<file path="src/rtl/pipe_ctrl_pkg.sv">
// rtl/pipe_ctrl_pkg.sv - shared types and constants for the pipeline hazard controller
//
// Purpose: state encoding, register-index width, register-zero constant and
//          default multiply/divide latency used by pipe_hazard_ctrl.
// Ports:   none (package).
package pipe_ctrl_pkg;

   typedef enum logic [1:0] {
      RUN       = 2'd0,
      MDU_WAIT  = 2'd1,
      MDU_DRAIN = 2'd2
   } state_t;

   localparam int                   REG_IDX_W       = 5;
   localparam logic [REG_IDX_W-1:0] REG_ZERO        = '0;
   localparam int                   MDU_LAT_DEFAULT = 4;

endpackage

</file>
<file path="src/rtl/pipe_hazard_ctrl_hazard_detect.sv">
// rtl/pipe_hazard_ctrl_hazard_detect.sv - combinational load-use hazard detector
//
// Purpose: flags when the instruction in ID reads a register that the load
//          currently in EX will write, so ID must wait one cycle.
// Ports:
//   id_rs, id_rt          source register fields of the ID instruction
//   id_rs_used, id_rt_used  whether each source field is actually read
//   ex_load, ex_regwe     EX instruction is a load / writes a register
//   ex_wreg               EX destination register
//   lu                    load-use hazard present
module hazard_detect
   import pipe_ctrl_pkg::*;
(
   input  logic [REG_IDX_W-1:0] id_rs,
   input  logic [REG_IDX_W-1:0] id_rt,
   input  logic                 id_rs_used,
   input  logic                 id_rt_used,
   input  logic                 ex_load,
   input  logic                 ex_regwe,
   input  logic [REG_IDX_W-1:0] ex_wreg,
   output logic                 lu
);

   logic rs_hit;
   logic rt_hit;

   assign rs_hit = id_rs_used && (id_rs == ex_wreg);
   assign rt_hit = id_rt_used && (id_rt == ex_wreg);

   // r0 is hardwired to zero, so a load targeting it never creates a dependency.
   assign lu = ex_load && ex_regwe && (ex_wreg != REG_ZERO) && (rs_hit || rt_hit);

endmodule

</file>
<file path="src/rtl/pipe_hazard_ctrl.sv">
// rtl/pipe_hazard_ctrl.sv - stall/flush sequencer for the five-stage pipeline
//
// Purpose: resolves taken branches (flush FI_ID/ID_EX), multi-cycle MDU
//          occupancy (pause front end for MDU_LAT cycles, then drain) and
//          load-use hazards (one-cycle front-end pause), and counts stalls.
// Ports:
//   clk, rst                         clock, synchronous active-high reset
//   id_rs/id_rt/id_rs_used/id_rt_used  ID source operands
//   ex_load/ex_regwe/ex_wreg         EX load destination info
//   ex_mdu, ex_branch_taken          EX is mult/div, EX redirects PC
//   mdu_start                        one-cycle MDU operand latch pulse
//   pause_pc/pause_fi_id/pause_id_ex/pause_ex_mem/pause_mem_wb  stage holds
//   flush_fi_id, flush_id_ex         synchronous stage clears
//   busy                             sequencer is inside an MDU operation
//   stall_cnt                        saturating count of pause_pc cycles
module pipe_hazard_ctrl
   import pipe_ctrl_pkg::*;
#(
   parameter int MDU_LAT = MDU_LAT_DEFAULT,
   parameter int CNT_W   = 32
) (
   input  logic                 clk,
   input  logic                 rst,
   input  logic [REG_IDX_W-1:0] id_rs,
   input  logic [REG_IDX_W-1:0] id_rt,
   input  logic                 id_rs_used,
   input  logic                 id_rt_used,
   input  logic                 ex_load,
   input  logic                 ex_regwe,
   input  logic [REG_IDX_W-1:0] ex_wreg,
   input  logic                 ex_mdu,
   input  logic                 ex_branch_taken,
   output logic                 mdu_start,
   output logic                 pause_pc,
   output logic                 pause_fi_id,
   output logic                 pause_id_ex,
   output logic                 pause_ex_mem,
   output logic                 pause_mem_wb,
   output logic                 flush_fi_id,
   output logic                 flush_id_ex,
   output logic                 busy,
   output logic [CNT_W-1:0]     stall_cnt
);

   localparam int MCNT_W    = $clog2(MDU_LAT + 1);
   // The RUN start cycle is the first pause cycle, so WAIT covers MDU_LAT-1
   // cycles: mcnt runs from MDU_LAT-2 down to 0.
   localparam int MCNT_INIT = (MDU_LAT >= 2) ? (MDU_LAT - 2) : 0;

   state_t              state, state_nxt;
   logic [MCNT_W-1:0]   mcnt, mcnt_nxt;
   logic [CNT_W-1:0]    cnt;
   logic                lu;

   hazard_detect u_hazard_detect (
      .id_rs      (id_rs),
      .id_rt      (id_rt),
      .id_rs_used (id_rs_used),
      .id_rt_used (id_rt_used),
      .ex_load    (ex_load),
      .ex_regwe   (ex_regwe),
      .ex_wreg    (ex_wreg),
      .lu         (lu)
   );

   always_ff @(posedge clk) begin
      if (rst) begin
         state <= RUN;
         mcnt  <= '0;
         cnt   <= '0;
      end else begin
         state <= state_nxt;
         mcnt  <= mcnt_nxt;
         if (pause_pc && (cnt != {CNT_W{1'b1}})) begin
            cnt <= cnt + 1'b1;
         end
      end
   end

   always_comb begin
      state_nxt    = state;
      mcnt_nxt     = mcnt;
      mdu_start    = 1'b0;
      pause_pc     = 1'b0;
      pause_fi_id  = 1'b0;
      pause_id_ex  = 1'b0;
      pause_ex_mem = 1'b0;
      pause_mem_wb = 1'b0;
      flush_fi_id  = 1'b0;
      flush_id_ex  = 1'b0;

      // Reset forces every output low in the same cycle, not just after the edge.
      if (!rst) begin
         case (state)
            RUN: begin
               if (ex_branch_taken) begin
                  flush_fi_id = 1'b1;
                  flush_id_ex = 1'b1;
               end else if (ex_mdu) begin
                  mdu_start   = 1'b1;
                  pause_pc    = 1'b1;
                  pause_fi_id = 1'b1;
                  pause_id_ex = 1'b1;
                  if (MDU_LAT == 1) begin
                     state_nxt = MDU_DRAIN;
                  end else begin
                     mcnt_nxt  = MCNT_W'(MCNT_INIT);
                     state_nxt = MDU_WAIT;
                  end
               end else if (lu) begin
                  // ID_EX keeps advancing, so it picks up the zeroed FI_ID
                  // output as a bubble behind the load.
                  pause_pc    = 1'b1;
                  pause_fi_id = 1'b1;
               end
            end
            MDU_WAIT: begin
               pause_pc    = 1'b1;
               pause_fi_id = 1'b1;
               pause_id_ex = 1'b1;
               if (mcnt == '0) begin
                  state_nxt = MDU_DRAIN;
               end else begin
                  mcnt_nxt = mcnt - 1'b1;
               end
            end
            MDU_DRAIN: begin
               // ex_mdu is still high here; ignoring it lets the finished op
               // leave EX instead of restarting.
               state_nxt = RUN;
            end
            default: begin
               state_nxt = RUN;
            end
         endcase
      end
   end

   assign busy      = !rst && (state != RUN);
   assign stall_cnt = rst ? '0 : cnt;

endmodule

</file>
<file path="config.mk">
export PLATFORM = sky130hd
export DESIGN_NAME = pipe_hazard_ctrl
export DESIGN_NICKNAME = d
export VERILOG_FILES = /design/src/rtl/pipe_ctrl_pkg.sv /design/src/rtl/pipe_hazard_ctrl_hazard_detect.sv /design/src/rtl/pipe_hazard_ctrl.sv
export SDC_FILE = /design/constraint.sdc
export NUM_CORES = 1
export LEC_CHECK = 0
export ABC_AREA = 1
export CAP_MARGIN = 30
export CORE_UTILIZATION = 44
export CTS_BUF_LIST = sky130_fd_sc_hd__clkbuf_16
export CTS_CLUSTER_DIAMETER = 200
export CTS_CLUSTER_SIZE = 20
export DETAILED_ROUTE_END_ITERATION = 12
export PLACE_DENSITY = 0.72
export SLEW_MARGIN = 20
export SYNTH_ARGS = -nofsm -noshare
export SYNTH_HDL_FRONTEND = slang
export SYNTH_SLANG_ARGS = --single-unit
</file>
<file path="constraint.sdc">
create_clock -name clk -period 4.8 [get_ports clk]
set_input_delay 0.96 -clock clk [delete_from_list [all_inputs] [get_ports clk]]
set_output_delay 0.96 -clock clk [all_outputs]
set_load 0.02 [all_outputs]
</file>
After elaboration in Yosys (flattened, before gate mapping):

Index checks and enable logic that the tools add are counted.
W data, S select, Z words.

* register bits after elaboration: 37
* latch bits: 0
* memory bits (writable): 0
* ROM bits: 0
* word-level logic and storage cells: 52
* memories: 0

* $add $sub $neg: 2
* $mul: 0
* div/mod/pow operators: 0
* order comparisons: 0
* equality and inequality tests: 8
* shifts and indexed selects: 0
* multiplexer cells: 23
* bitwise logic cells: 0
* reductions and logical operators: 16

Operator list (number)
* $add A32 B1 Y32 const B: 1
* $mux W32: 1
* $ne A32 B32 Y1 const B: 1
* $mux W1: 12
* $eq A5 B5 Y1: 2
* $mux W3: 3
* $ne A2 B2 Y1 const B: 4
* $logic_and A1 B1 Y1: 7
* $mux W2: 3
* $pmux W3 S2: 1
* $reduce_bool A5 Y1: 1
* $pmux W1 S2: 2
* $pmux W2 S2: 1
* $reduce_and A4 Y1: 1
* $reduce_bool A2 Y1: 2
* $logic_not A3 Y1: 1
* $reduce_and A3 Y1: 1
* $sub A3 B1 Y3 const B: 1
* $eq A2 B1 Y1 const B: 1
* $logic_not A2 Y1: 1
* $logic_not A1 Y1: 1
* $logic_or A1 B1 Y1: 1

Logic depth before layout (Yosys ltp):

Gate-level depths: netlist of the first run.

* depth after elaboration: 10
* depth in mapped cells: 14
* mapped depth without buffers: 13

Cells and area by module:

From an unflattened synthesis of the first run, not the netlist that was laid out.

* cells, all modules: 484
* area total of the unflattened synthesis: 2687.6 µm²

Modules (own cells, without submodules)
* pipe_hazard_ctrl: times used 1, cells each 428, area each 2469.9 µm², seq. area each 740.7 µm²
* hazard_detect: times used 1, cells each 56, area each 217.7 µm², seq. area each 0.0 µm²

Least setup slack after synthesis of the first run:

No wires, ideal clock.

* path type: input to output
* from: in ex_wreg[3]
* to: out pause_pc
* data arrival time: 2.030 ns
* data required time: 3.840 ns
* slack: 1.810 ns
* cell stages on the path: 12
* cell sequence: inv_1 -> nand2_1 -> nand2_1 -> nor2_1 -> nand3_1 -> nand2_1 -> nand2_1 -> nand2_1 -> nand2_1 -> nand2_1 -> buf_2 -> buf_4

* word-level cells in the longest chain between the ends: 9

RTL lines
* start: declaration: RTL line pipe_hazard_ctrl.sv:30 `input logic [REG_IDX_W-1:0] ex_wreg,`
* $eq A5 B5 Y1 (on tied branches): RTL line pipe_hazard_ctrl_hazard_detect.sv:27, pipe_hazard_ctrl_hazard_detect.sv:28
* $logic_and A1 B1 Y1 (on tied branches): RTL line pipe_hazard_ctrl_hazard_detect.sv:27, pipe_hazard_ctrl_hazard_detect.sv:28
* $logic_or A1 B1 Y1: RTL line pipe_hazard_ctrl_hazard_detect.sv:31 `assign lu = ex_load && ex_regwe && (ex_wreg != REG_ZERO) && (rs_hit || rt_hit);`
* $logic_and A1 B1 Y1 *: RTL line pipe_hazard_ctrl_hazard_detect.sv:31
* $mux W1 * (3 in series)
* $pmux W1 S2 *
* $mux W1 *
* end: declaration: RTL line pipe_hazard_ctrl.sv:34 `output logic pause_pc,`

Every way passes the cells marked *; elsewhere a longest branch is shown, timed or not.

Worst setup path after layout of the first run:

* from: in ex_wreg[1]
* to: out pause_pc

* word-level cells in the longest chain between the ends: 9

RTL lines
* $eq A5 B5 Y1 (on tied branches): RTL line pipe_hazard_ctrl_hazard_detect.sv:27, pipe_hazard_ctrl_hazard_detect.sv:28
* $logic_and A1 B1 Y1 (on tied branches): RTL line pipe_hazard_ctrl_hazard_detect.sv:27, pipe_hazard_ctrl_hazard_detect.sv:28
* $logic_or A1 B1 Y1: RTL line pipe_hazard_ctrl_hazard_detect.sv:31
* $logic_and A1 B1 Y1 *: RTL line pipe_hazard_ctrl_hazard_detect.sv:31
* $mux W1 *: RTL line pipe_hazard_ctrl.sv:110 `end else if (lu) begin`
* $mux W1 *: RTL line pipe_hazard_ctrl.sv:99 `end else if (ex_mdu) begin`
* $mux W1 *: RTL line pipe_hazard_ctrl.sv:96 `if (ex_branch_taken) begin`
* $pmux W1 S2 *: RTL line pipe_hazard_ctrl.sv:94 `case (state)`
* $mux W1 *: RTL line pipe_hazard_ctrl.sv:93 `if (!rst) begin`

Marks and branches as above.

==> results of run 1 <==
-- how the worst max path moves through the flow --
stage | startpoint | end | slack (ns) | cells past startpoint
floorplan | ex_wreg[3] | pause_pc | 1.81 | 12
global placement | ex_wreg[1] | pause_fi_id | 1.07 | 12
detailed placement | ex_wreg[1] | pause_pc | 1.03 | 12
CTS | ex_wreg[1] | pause_pc | 1.02 | 12
global route | ex_wreg[1] | pause_pc | 0.83 | 12
finish | ex_wreg[1] | pause_pc | 1.03 | 12
-- sequential cells by signal, summed over array words and instances, names as in the netlist --
| name | cells |
|---|---|
| mcnt | 3 |
| state | 2 |
| cnt | 32 |
-- cell usage in the layout, fill, tap and decap left out --
cell	netlist	routed
buf_4	4	3
o21ai_1	1	1
o31ai_1	1	1
clkbuf_16	0	5
nor3_1	16	16
clkdlybuf4s50_1	0	60
xor2_1	29	29
nand3_2	1	1
nand3b_2	1	1
nor2_2	1	1
nand2_4	1	1
nand3_1	40	40
a21oi_1	33	33
nand4_1	6	6
buf_2	3	1
dfxtp_1	37	37
nand2_1	125	125
inv_1	55	56
clkinv_2	0	2
conb_1	1	2
nor4_2	1	1
nor2_1	80	80
ha_1	3	3
inv_2	6	6
nor3_2	2	2
-- cells by family (layout without fill, tap and decap cells) --
family                     Yosys count  in the layout  share of synthesized area, %
AOI/OAI and AO/OA                   35             35                          6.53
xor gates and xnor gates            29             29                          9.33
adders and majority gates            3              3                          1.38
buffers and inverters               82            133                          12.8
DFF                                 37             37                          27.2
other                                1              2                         0.138
and+or+nand+nor                    274            274                          42.6
-- critical path: cells and delay by family --
family                 cells  cell delay (ns)
buffers and inverters      3             1.22
and+or+nand+nor            9             0.65
-- where the power goes --
part | internal (mW) | total, mW | switching, mW
Combinational | 0.0406 | 0.101 | 0.0600
Sequential | 0.313 | 0.317 | 0.00393
Clock | 0.188 | 0.312 | 0.124
Total | 0.542 | 0.730 | 0.188
-- routing by layer --
metal / GRT usage (%) / vias to the layer above
met5: 0 / -
met4: 8.39 / 0
met3: 3.75 / 13
met2: 39.4 / 93
met1: 30.1 / 1301
li1: - / 1524
-- cell usage after synthesis (2+ instances only) --
master	count	area, um^2
inv_2	6	22.5
clkbuf_1	8	30.0
nand4_1	6	37.5
buf_6	3	33.8
nand2_1	125	469
a21oi_1	33	165
nor2_1	80	300
inv_1	55	206
buf_4	4	30.0
nor3_1	16	80.1
buf_1	3	11.3
ha_1	3	37.5
xor2_1	29	254
nand3_1	40	200
nor3_2	2	20.0
dfxtp_1	37	741
buf_2	3	15.0
-- stage by stage --
step / hold slack, ns / instances / total power [mW]
final: 0.470 / 588 / 0.730
after global routing: 0.480 / 588 / 0.761
after CTS: 0.469 / 588 / 0.737
after detailed placement: 0.461 / 580 / 0.424
after global placement: 0.458 / 580 / 0.422
after floorplan: 0.442 / 462 / 0.388
-- final cells by class --
| type | count | area, um^2 | area share, % |
|---|---|---|---|
| multi-input cells | 343 | 1640 | 47.2 |
| flip-flops and latches | 37 | 741 | 21.4 |
| repair buffers | 64 | 628 | 18.1 |
| inverters | 61 | 229 | 6.61 |
| clock buffers | 5 | 125 | 3.61 |
| well taps | 75 | 93.8 | 2.71 |
| clock inverters | 3 | 13.8 | 0.397 |
==> results.md, run 1 <==
| Metric | This run |
|:---|:---|
| Unrepaired setup endpoints after global routing | false |
| Initial antenna violation count | 0 |
| Series of cell instances along the critical path | clkdlybuf4s50_1 -> inv_1 -> nand2_1 -> nand2_1 -> nor2_1 -> nand3_1 -> nand2_1 -> nand2_1 -> nand2_1 -> nand2_1 -> nand2_1 -> clkdlybuf4s50_1 |
| Final min period | 3.77 ns |
| Hold Buf Count CTS | 0 |
| Clock tree from TritonCTS | yes |
| Met3 Routed Length | 464 um |
| Buffers inserted during post-CTS setup optimization | 0 |
| Number of clock sinks seen by CTS | 37 |
| Relative slew slack | 47.1% |
| First-pass GRT wire length | 12.0 mm |
| Pin count of the biggest net entering global routing | 34 |
| Post-placement setup slack | 1.03 ns |
| Layout cells sized above 1 | 4.68% |
| Required time worst endpoint | 3.84 ns |
| Antenna diodes | 0 |
| Worst Min Path Start | mcnt[0] |
| Number of top-level pins | 64 |
| Fmax achieved | 265 MHz |
| Slowest-stage cell, CP | clkdlybuf4s50_1 |
| Number of setup violations in the final report | 0 |
| Min-delay worst type | reg2reg |
| GRT overflow | 0 |
| Summed negative setup slack over all endpoints | 0 ns |
| Horizontal extent of the die | 80.6 um |
| Worst voltage drop across the vdd grid | 135 uV |
| Utilization of the core after routing | 58.2% |
| Startpoint type of the worst setup path | input pin |
| Largest fanout on the critical path | 4 |
| FF-to-FF setup slack | 1.98 ns |
| Weighted congestion at the end of routability-driven global placement | 0.926 |
| Die Height | 80.6 um |
| Cell area after layout | 3470 um^2 |
| Post-synthesis average cell area | 5.90 um^2 |
| Critical path endpoint category | primary output |
| Clk Tree Root Cell | clkbuf_16 |
| Setup Crit Path Kind | in2out |
| Clock latency on the worst-skew pair | 0.28 ns |
| Proportion of synthesized chip area in sequential cells | 27.2% |
| Flop and latch count out of synthesis | 37 |
| Post-Synthesis Cells | 461 |
| Standby leakage power | 1.35 nW |
| Number of flops mapped to enable cells by yosys | 0 |
| Initial cell density of the core | 45.7% |
| Worst r2r path cells | 8 |
| Top_reg_cell synth | dfxtp_1 |
| Slowest stage delay, CP | 0.63 ns |
| Critical path data arrival time | 2.81 ns |
| Number of H-tree branching levels | 2 |
| Cells on Worst Hold Path | 2 |
| Yosys warning count | 0 |
| Length of the first detailed-routing pass in iterations | 4 |
| Number of buffers added on ports | 61 |
| Wire length per cell after detailed routing | 12.3 um |
| Final HPWL DP | 5.34 mm |
| Detailed route wirelength on metal2 | 3.34 mm |
| Overall fraction of global-route tracks in use | 23.5% |
| Endpoint of the lowest-slack register-to-register path | cnt[8] |
| Total of cells resized after clock tree synthesis | 0 |
| Area enclosed by the die boundary | 6500 um^2 |
| Async SR Flop Fraction | 0% |
| Startpoint of the worst register-to-register path | cnt[0] |
| Number of global-route vias before repair | 2632 |
| Number of vias in the routed layout | 2931 |
| Met1 routed wirelength after detailed routing | 3.32 mm |
| Final count of hold timing violations | 0 |
| DRC marker count from the first detailed-route iteration | 235 |
| Average vias per placed instance | 4.98 |
| End point of the most critical hold path | mcnt[0] |
| Number of buffers created by CTS | 5 |
| Transition time at the pin with the least slew margin | 0.789 ns |
| Clk slew on worst S/H paths | 0.05 ns |
| Number of filler instances in the final layout | 612 |
| Final Skew | 0.00455 ns |
| Share of the clock period used by the worst path | 78.6% |
| Max-capacitance violation count | 0 |
| Cell area after synthesis | 2720 um^2 |
| Site Rows | 28 |
| Area grow syn2layout | 27.4% |
| Bufs on Longest Clock Path | 2 |
| Max-slew violation count | 0 |
| Outcome | finished, final reports clean |
| Total length of routed wires | 7.25 mm |
| Topmost layer with routed signal wires | met4 |
| Number of nets still failing antenna checks after routing | 0 |
| Core area | 5960 um^2 |
| Standard cell area after detailed placement | 3330 um^2 |
| Power Density | 210 nW/um^2 |
| Net total in the final layout | 538 |
| Worst path most repeated cell | nand2_1 |
| Number of unique standard cell types used by synthesis | 25 |
| Post-route setup slack | 1.03 ns |
| Remaining routing DRC violations | 0 |
Power figures use the tool's default switching activity.
==> run 2, diff against run 1 <==
==> constraint.sdc (replaced) <==
create_clock -name clk -period 3.7 [get_ports clk]
set_input_delay 0.74 -clock clk [delete_from_list [all_inputs] [get_ports clk]]
set_output_delay 0.74 -clock clk [all_outputs]
set_load 0.02 [all_outputs]
==> run 2 against run 1 <==
Effect of this change: sequential power up 30%; sequential share of layout area is 0.077 points lower; critical path depth is the same; non-clock buffer count stayed put; hold slack worse by 0.0040 ns; critical endpoint unchanged.
==> results.md, run 2 (synthesized netlist as in run 1, its figures left out) <==
| Metric | This run | Change |
|:---|:---|:---|
| Outcome | finished, final reports clean | unchanged |
| Path length in cells of the critical path | 12 | unchanged |
| Area taken by flip-flops and latches | 741 um^2 | unchanged |
| Layout cells sized above 1 | 4.68% | unchanged |
| Hold Buf Count CTS | 0 | unchanged |
| Worst path most repeated cell | nand2_1 | unchanged |
| Part of the power in the clock network | 43.2% | was 42.8% |
| Number of clock sinks seen by CTS | 37 | unchanged |
| Area grow syn2layout | 27.8% | was 27.4% |
| Antenna diodes | 0 | unchanged |
| Number of nets still failing antenna checks after routing | 0 | unchanged |
| Share of the clock period used by the worst path | 89.6% |  |
| Average vias per placed instance | 4.94 | was 4.98 |
| Summed negative setup slack over all endpoints | 0 ns | unchanged |
| Buffers inserted during post-CTS setup optimization | 0 | unchanged |
| Worst voltage drop across the vdd grid | 192 uV | was 135 uV |
| Max-capacitance violation count | 0 | unchanged |
| Largest fanout on the critical path | 4 | unchanged |
| Setup Crit Path Kind | in2out | unchanged |
| Core area | 5960 um^2 | unchanged |
| Startpoint of the worst register-to-register path | cnt[0] | unchanged |
| Horizontal extent of the die | 80.6 um | unchanged |
| Clock latency on the worst-skew pair | 0.28 ns | about the same |
| Total of cells resized after clock tree synthesis | 0 | unchanged |
| Wire length per cell after detailed routing | 12.1 um | was 12.3 um |
| Slowest-stage cell, CP | clkdlybuf4s50_1 | unchanged |
| Power share of the combinational group | 13.8% | about the same |
| Area enclosed by the die boundary | 6500 um^2 | unchanged |
| Number of global-route vias before repair | 2616 | was 2632 |
| Multi-input gate area in the final layout | 1640 um^2 | unchanged |
| Unrepaired setup endpoints after global routing | false | unchanged |
| Initial antenna violation count | 0 | unchanged |
| Series of cell instances along the critical path | clkdlybuf4s50_1 -> inv_1 -> nand2_1 -> nand2_1 -> nor2_1 -> nand3_1 -> nand2_1 -> nand2_1 -> nand2_1 -> nand2_1 -> nand2_1 -> clkdlybuf4s50_1 | unchanged |
| Clk slew on worst S/H paths | 0.06 ns | was 0.05 ns |
| Pin count of the biggest net entering global routing | 62 | was 34 |
| Number of vias in the routed layout | 2906 | was 2931 |
| Commonest non-fill, non-tap cells in the layout | nand2_1, nor2_1, clkdlybuf4s50_1, inv_1, nand3_1 | unchanged |
| Final count of hold timing violations | 0 | unchanged |
| Number of buffers created by CTS | 5 | unchanged |
| Final Skew | 0.00347 ns | was 0.00455 ns |
| Number of top-level pins | 64 | unchanged |
| Largest Register | cnt | unchanged |
| Power Density | 274 nW/um^2 | was 210 nW/um^2 |
| Slowest stage delay, CP | 0.62 ns | was 0.63 ns |
| Critical path capture point | pause_pc | unchanged |
| Cell area after layout | 3480 um^2 | was 3470 um^2 |
| Standby leakage power | 1.35 nW | about the same |
| Number of buffers added on ports | 61 | unchanged |
| Standard cell area after detailed placement | 3340 um^2 | was 3330 um^2 |
| Cell type group with the largest total delay on the critical path | buffers and inverters | unchanged |
| Final HPWL DP | 5.18 mm | was 5.34 mm |
| Bufs on Longest Clock Path | 2 | unchanged |
| Cells on Worst Hold Path | 2 | unchanged |
| Remaining routing DRC violations | 0 | unchanged |
| Critical path endpoint category | primary output | unchanged |
| Reported net switching power | 0.251 mW | was 0.188 mW |
| First-pass GRT wire length | 11.6 mm | was 12.0 mm |
| Max-slew violation count | 0 | unchanged |
| Number of setup violations in the final report | 0 | unchanged |
| Overall fraction of global-route tracks in use | 23.0% | was 23.5% |
| GRT overflow | 0 | unchanged |
| Switching share of power | 26.3% | was 25.7% |
| Length of the first detailed-routing pass in iterations | 4 | unchanged |
| DRC marker count from the first detailed-route iteration | 176 | was 235 |
| Startpoint type of the worst setup path | input pin | unchanged |
| Weighted congestion at the end of routability-driven global placement | 0.974 | was 0.926 |
| Site Rows | 28 | unchanged |
| Die Height | 80.6 um | unchanged |
| Critical path data arrival time | 2.58 ns | was 2.81 ns |
| Worst r2r path cells | 8 | unchanged |
| Final min period | 3.32 ns |  |
| Commonest non-fill, non-tap cell in the layout | nand2_1 | unchanged |
| Register share of total power | 43.0% | was 43.4% |
| Endpoint of the lowest-slack register-to-register path | cnt[9] | was cnt[8] |
| Initial cell density of the core | 45.7% | unchanged |
| Clock tree from TritonCTS | yes | unchanged |
| Net total in the final layout | 538 | unchanged |
| Biggest registers after layout | cnt (32), mcnt (3), state (2) | unchanged |
| Critical Path Start | ex_wreg[1] | unchanged |
| Number of filler instances in the final layout | 630 | was 612 |
| FF-to-FF setup slack | 1.70 ns | was 1.98 ns |
| Worst Hold Slack | 0.466 ns | was 0.470 ns |
| Min-delay worst type | reg2reg | unchanged |
| Number of H-tree branching levels | 2 | unchanged |
| Total length of routed wires | 7.12 mm | was 7.25 mm |
| Max FFs per register | 32 | unchanged |
| Required time worst endpoint | 2.96 ns | was 3.84 ns |
| Clk Tree Root Cell | clkbuf_16 | unchanged |
| Int Pwr | 0.704 mW | was 0.542 mW |
| Fmax achieved | 302 MHz |  |
| Worst path buffer plus inverter count | 3 | unchanged |
==> run 2: cell count changes in the layout (fill, tap and decap cells not counted) <==
cell / previous run / this run
buf_12: 0 / 1
buf_4: 3 / 2
==> run 2: metrics by stage <==
stage / power, mW / util (%) / setup slack (ns) / std cells
2_1_floorplan: 0.504 / - / 1.15 / 462
3_3_place_gp: 0.549 / 56.1 / 0.419 / 580
3_5_place_dp: 0.552 / 56.1 / 0.378 / 580
4_1_cts: 0.959 / 58.4 / 0.370 / 588
5_1_grt: 0.992 / 58.4 / 0.238 / 588
6_report: 0.955 / 58.4 / 0.385 / 588
==> run 2: cell type report <==
class                           instances  share of cell area, %
Sequential cell                        37                   21.3
Clock buffer                            5                   3.60
Clock inverter                          3                  0.396
Inverter                               61                   6.58
Timing Repair Buffer                   64                   18.4
Multi-Input combinational cell        343                   47.0
Tap cell                               75                   2.70
==> run 2: worst min path at each step <==
stage / from / to
floorplan: mcnt[0] / mcnt[0]
global placement: mcnt[0] / mcnt[0]
detailed placement: mcnt[0] / mcnt[0]
CTS: mcnt[0] / mcnt[0]
global route: mcnt[0] / mcnt[0]
finish: mcnt[0] / mcnt[0]
==> run 2: power by group through the flow <==
stage / Clock [mW] / Combinational, mW / Sequential (mW)
global placement: 0 / 0.130 / 0.419
floorplan: 0 / 0.0852 / 0.418
CTS: 0.415 / 0.133 / 0.411
global route: 0.434 / 0.146 / 0.411
detailed placement: 0 / 0.132 / 0.420
finish: 0.412 / 0.132 / 0.411
==> run 2: layer usage <==
layer | vias to the layer above | track usage, % | share of wire, %
li1 | 1528 | - | -
met1 | 1305 | 29.7 | 48
met2 | 64 | 38.1 | 46
met3 | 9 | 4.09 | 4.4
met4 | 0 | 7.86 | 1.4
met5 | - | 0 | 0
==> run 2: tightest hold or removal path: stages (launching register included) <==
cell     delay, ns
dfxtp_1       0.31
nand2_1       0.06
a21oi_1       0.05
==> run 3, diff against run 2 <==
--- a/config.mk
+++ b/config.mk
@@ -12,6 +12,7 @@
 export CTS_CLUSTER_DIAMETER = 200
 export CTS_CLUSTER_SIZE = 20
 export DETAILED_ROUTE_END_ITERATION = 12
+export GPL_TIMING_DRIVEN = 0
 export PLACE_DENSITY = 0.72
 export SLEW_MARGIN = 20
 export SYNTH_ARGS = -nofsm -noshare
==> run 3 against run 2 <==
Effect of this change: die area is the same; largest cell class unchanged; clock skew rose by 0.0013 ns; global-route usage increased by 1.4 points.
==> results.md, run 3 (synthesized netlist as in run 1, its figures left out) <==
| Metric | This run | Change |
|:---|:---|:---|
| Outcome | finished, final reports clean | unchanged |
| Slowest stage delay, CP | 0.54 ns | was 0.62 ns |
| Area enclosed by the die boundary | 6500 um^2 | unchanged |
| Initial cell density of the core | 45.7% | unchanged |
| Final min period | 3.27 ns | was 3.32 ns |
| Site Rows | 28 | unchanged |
| Series of cell instances along the critical path | clkdlybuf4s50_1 -> inv_2 -> nand2_1 -> nand2_1 -> nor2_1 -> nand3_1 -> nand2_1 -> nand2_1 -> nand2_1 -> nand2_1 -> nand2_2 -> buf_4 -> buf_4 -> dlymetal6s2s_1 | was clkdlybuf4s50_1 -> inv_1 -> nand2_1 -> nand2_1 -> nor2_1 -> nand3_1 -> nand2_1 -> nand2_1 -> nand2_1 -> nand2_1 -> nand2_1 -> clkdlybuf4s50_1 |
| Clk Tree Root Cell | clkbuf_16 | unchanged |
| DRC marker count from the first detailed-route iteration | 202 | was 176 |
| Worst Hold Slack | 0.467 ns | was 0.466 ns |
| Relative slew slack | 64.4% |  |
| Critical path endpoint category | primary output | unchanged |
| Number of buffers added on ports | 60 | was 61 |
| Max FFs per register | 32 | unchanged |
| Final HPWL DP | 5.78 mm | was 5.18 mm |
| Pin count of the biggest net entering global routing | 13 | was 62 |
| Remaining routing DRC violations | 0 | unchanged |
| Slowest-stage cell, CP | clkdlybuf4s50_1 | unchanged |
| Commonest non-fill, non-tap cell in the layout | nand2_1 | unchanged |
| Clk slew on worst S/H paths | 0.06 ns | about the same |
| Worst path most repeated cell | nand2_1 | unchanged |
| Die Height | 80.6 um | unchanged |
| Cells on Worst Hold Path | 2 | unchanged |
| Length of the first detailed-routing pass in iterations | 4 | unchanged |
| Summed negative setup slack over all endpoints | 0 ns | unchanged |
| Unrepaired setup endpoints after global routing | false | unchanged |
| Cell count after placement | 597 | was 580 |
| Number of buffers created by CTS | 5 | unchanged |
| Largest fanout on the critical path | 11 | was 4 |
| Bufs on Longest Clock Path | 2 | unchanged |
| Area grow syn2layout | 33.0% | was 27.8% |
| Horizontal extent of the die | 80.6 um | unchanged |
| Number of H-tree branching levels | 2 | unchanged |
| Startpoint type of the worst setup path | input pin | unchanged |
| Antenna diodes | 0 | unchanged |
| Number of clock sinks seen by CTS | 37 | unchanged |
| Max-slew violation count | 0 | unchanged |
| Final count of hold timing violations | 0 | unchanged |
| Cell area after layout | 3620 um^2 | was 3480 um^2 |
| Clock latency on the worst-skew pair | 0.28 ns | about the same |
| Post-placement setup slack | -0.127 ns | was 0.378 ns |
| Average vias per placed instance | 4.86 | was 4.94 |
| Final Skew | 0.00475 ns | was 0.00347 ns |
| GRT overflow | 0 | unchanged |
| Number of vias in the routed layout | 2943 | was 2906 |
| Fmax achieved | 306 MHz | was 302 MHz |
| Worst r2r path cells | 8 | unchanged |
| Number of setup violations in the final report | 0 | unchanged |
| Transition time at the pin with the least slew margin | 0.533 ns |  |
| Critical path data arrival time | 2.53 ns | was 2.58 ns |
| Initial antenna violation count | 0 | unchanged |
| Worst voltage drop across the vdd grid | 237 uV | was 192 uV |
| Standby leakage power | 1.45 nW | was 1.35 nW |
| Layout cells sized above 1 | 6.04% | was 4.68% |
| Weighted congestion at the end of routability-driven global placement | 0.948 | was 0.974 |
| First-pass GRT wire length | 12.2 mm | was 11.6 mm |
| Clock tree from TritonCTS | yes | unchanged |
| Cell type group with the largest total delay on the critical path | buffers and inverters | unchanged |
| Number of global-route vias before repair | 2629 | was 2616 |
| Share of the clock period used by the worst path | 88.3% | was 89.6% |
| Overall fraction of global-route tracks in use | 24.3% | was 23.0% |
| Standard cell area after detailed placement | 3420 um^2 | was 3340 um^2 |
| Biggest registers after layout | cnt (32), mcnt (3), state (2) | unchanged |
| Hold Buf Count CTS | 0 | unchanged |
| Largest Register | cnt | unchanged |
| Power Density | 306 nW/um^2 | was 274 nW/um^2 |
| Net total in the final layout | 555 | was 538 |
| Core area | 5960 um^2 | unchanged |
| Total length of routed wires | 7.41 mm | was 7.12 mm |
| Post-route setup slack | 0.431 ns | was 0.385 ns |
| Number of filler instances in the final layout | 580 | was 630 |
| Max-capacitance violation count | 0 | unchanged |
| Path length in cells of the critical path | 14 | was 12 |
| Number of nets still failing antenna checks after routing | 0 | unchanged |
| Required time worst endpoint | 2.96 ns | about the same |
| Worst path buffer plus inverter count | 5 | was 3 |
| Commonest non-fill, non-tap cells in the layout | nand2_1, nor2_1, clkdlybuf4s50_1, inv_1, nand3_1 | unchanged |
| Min-delay worst type | reg2reg | unchanged |
| Number of top-level pins | 64 | unchanged |
| Setup Crit Path Kind | in2out | unchanged |
| Number of standard cells in the final layout excluding fillers | 605 | was 588 |
| Wire length per cell after detailed routing | 12.2 um | was 12.1 um |
[run 3: path summary, 6_finish.rpt]
kind               from        to  slack, ns
max          ex_wreg[0]  pause_pc       0.43
min             mcnt[0]   mcnt[0]       0.47
max reg2reg      cnt[0]   cnt[29]       1.63
min reg2reg     mcnt[0]   mcnt[0]       0.47
[run 3: area by class of cell]
type	count	area, um^2	area share (%)
multi-input combinational	343	1640	45.2
clock buffer	5	125	3.46
clock inverter	3	65.1	1.80
sequential	37	741	20.5
tap	75	93.8	2.59
inverter	61	229	6.33
timing repair buffer	60	606	16.7
buffer	21	123	3.39
[run 3: report_power, final]
| part | switching [mW] | internal [mW] |
|---|---|---|
| sequential | 0.00493 | 0.406 |
| clock | 0.168 | 0.385 |
| combinational | 0.0821 | 0.0611 |
[run 3: stage by stage]
step / utilization, % / total power [mW]
finish: 60.8 / 1.11
global route: 60.8 / 1.15
CTS: 60.7 / 1.12
detailed placement: 57.4 / 0.562
global placement: 57.4 / 0.560
floorplan: - / 0.504
[run 3: tightest hold or removal path, cell delays in order, from the launching register on]
cell	delay, ns
dfxtp_1	0.31
nand2_1	0.06
a21oi_1	0.05
[run 3: routing by layer]
layer / vias up / part of all wire [%] / GRT usage, %
met5: - / 0 / 0
li1: 1561 / - / -
met4: 0 / 1.4 / 6.79
met3: 10 / 5.0 / 4.32
met1: 1303 / 48 / 31.7
met2: 69 / 45 / 40.8
[run 3: repair_timing]
action                     CTS  global route
setup buffers                0             0
hold endpoints to repair     0             0
gates cloned                 0             0
resized for setup            2             2
setup endpoints to repair    2             2
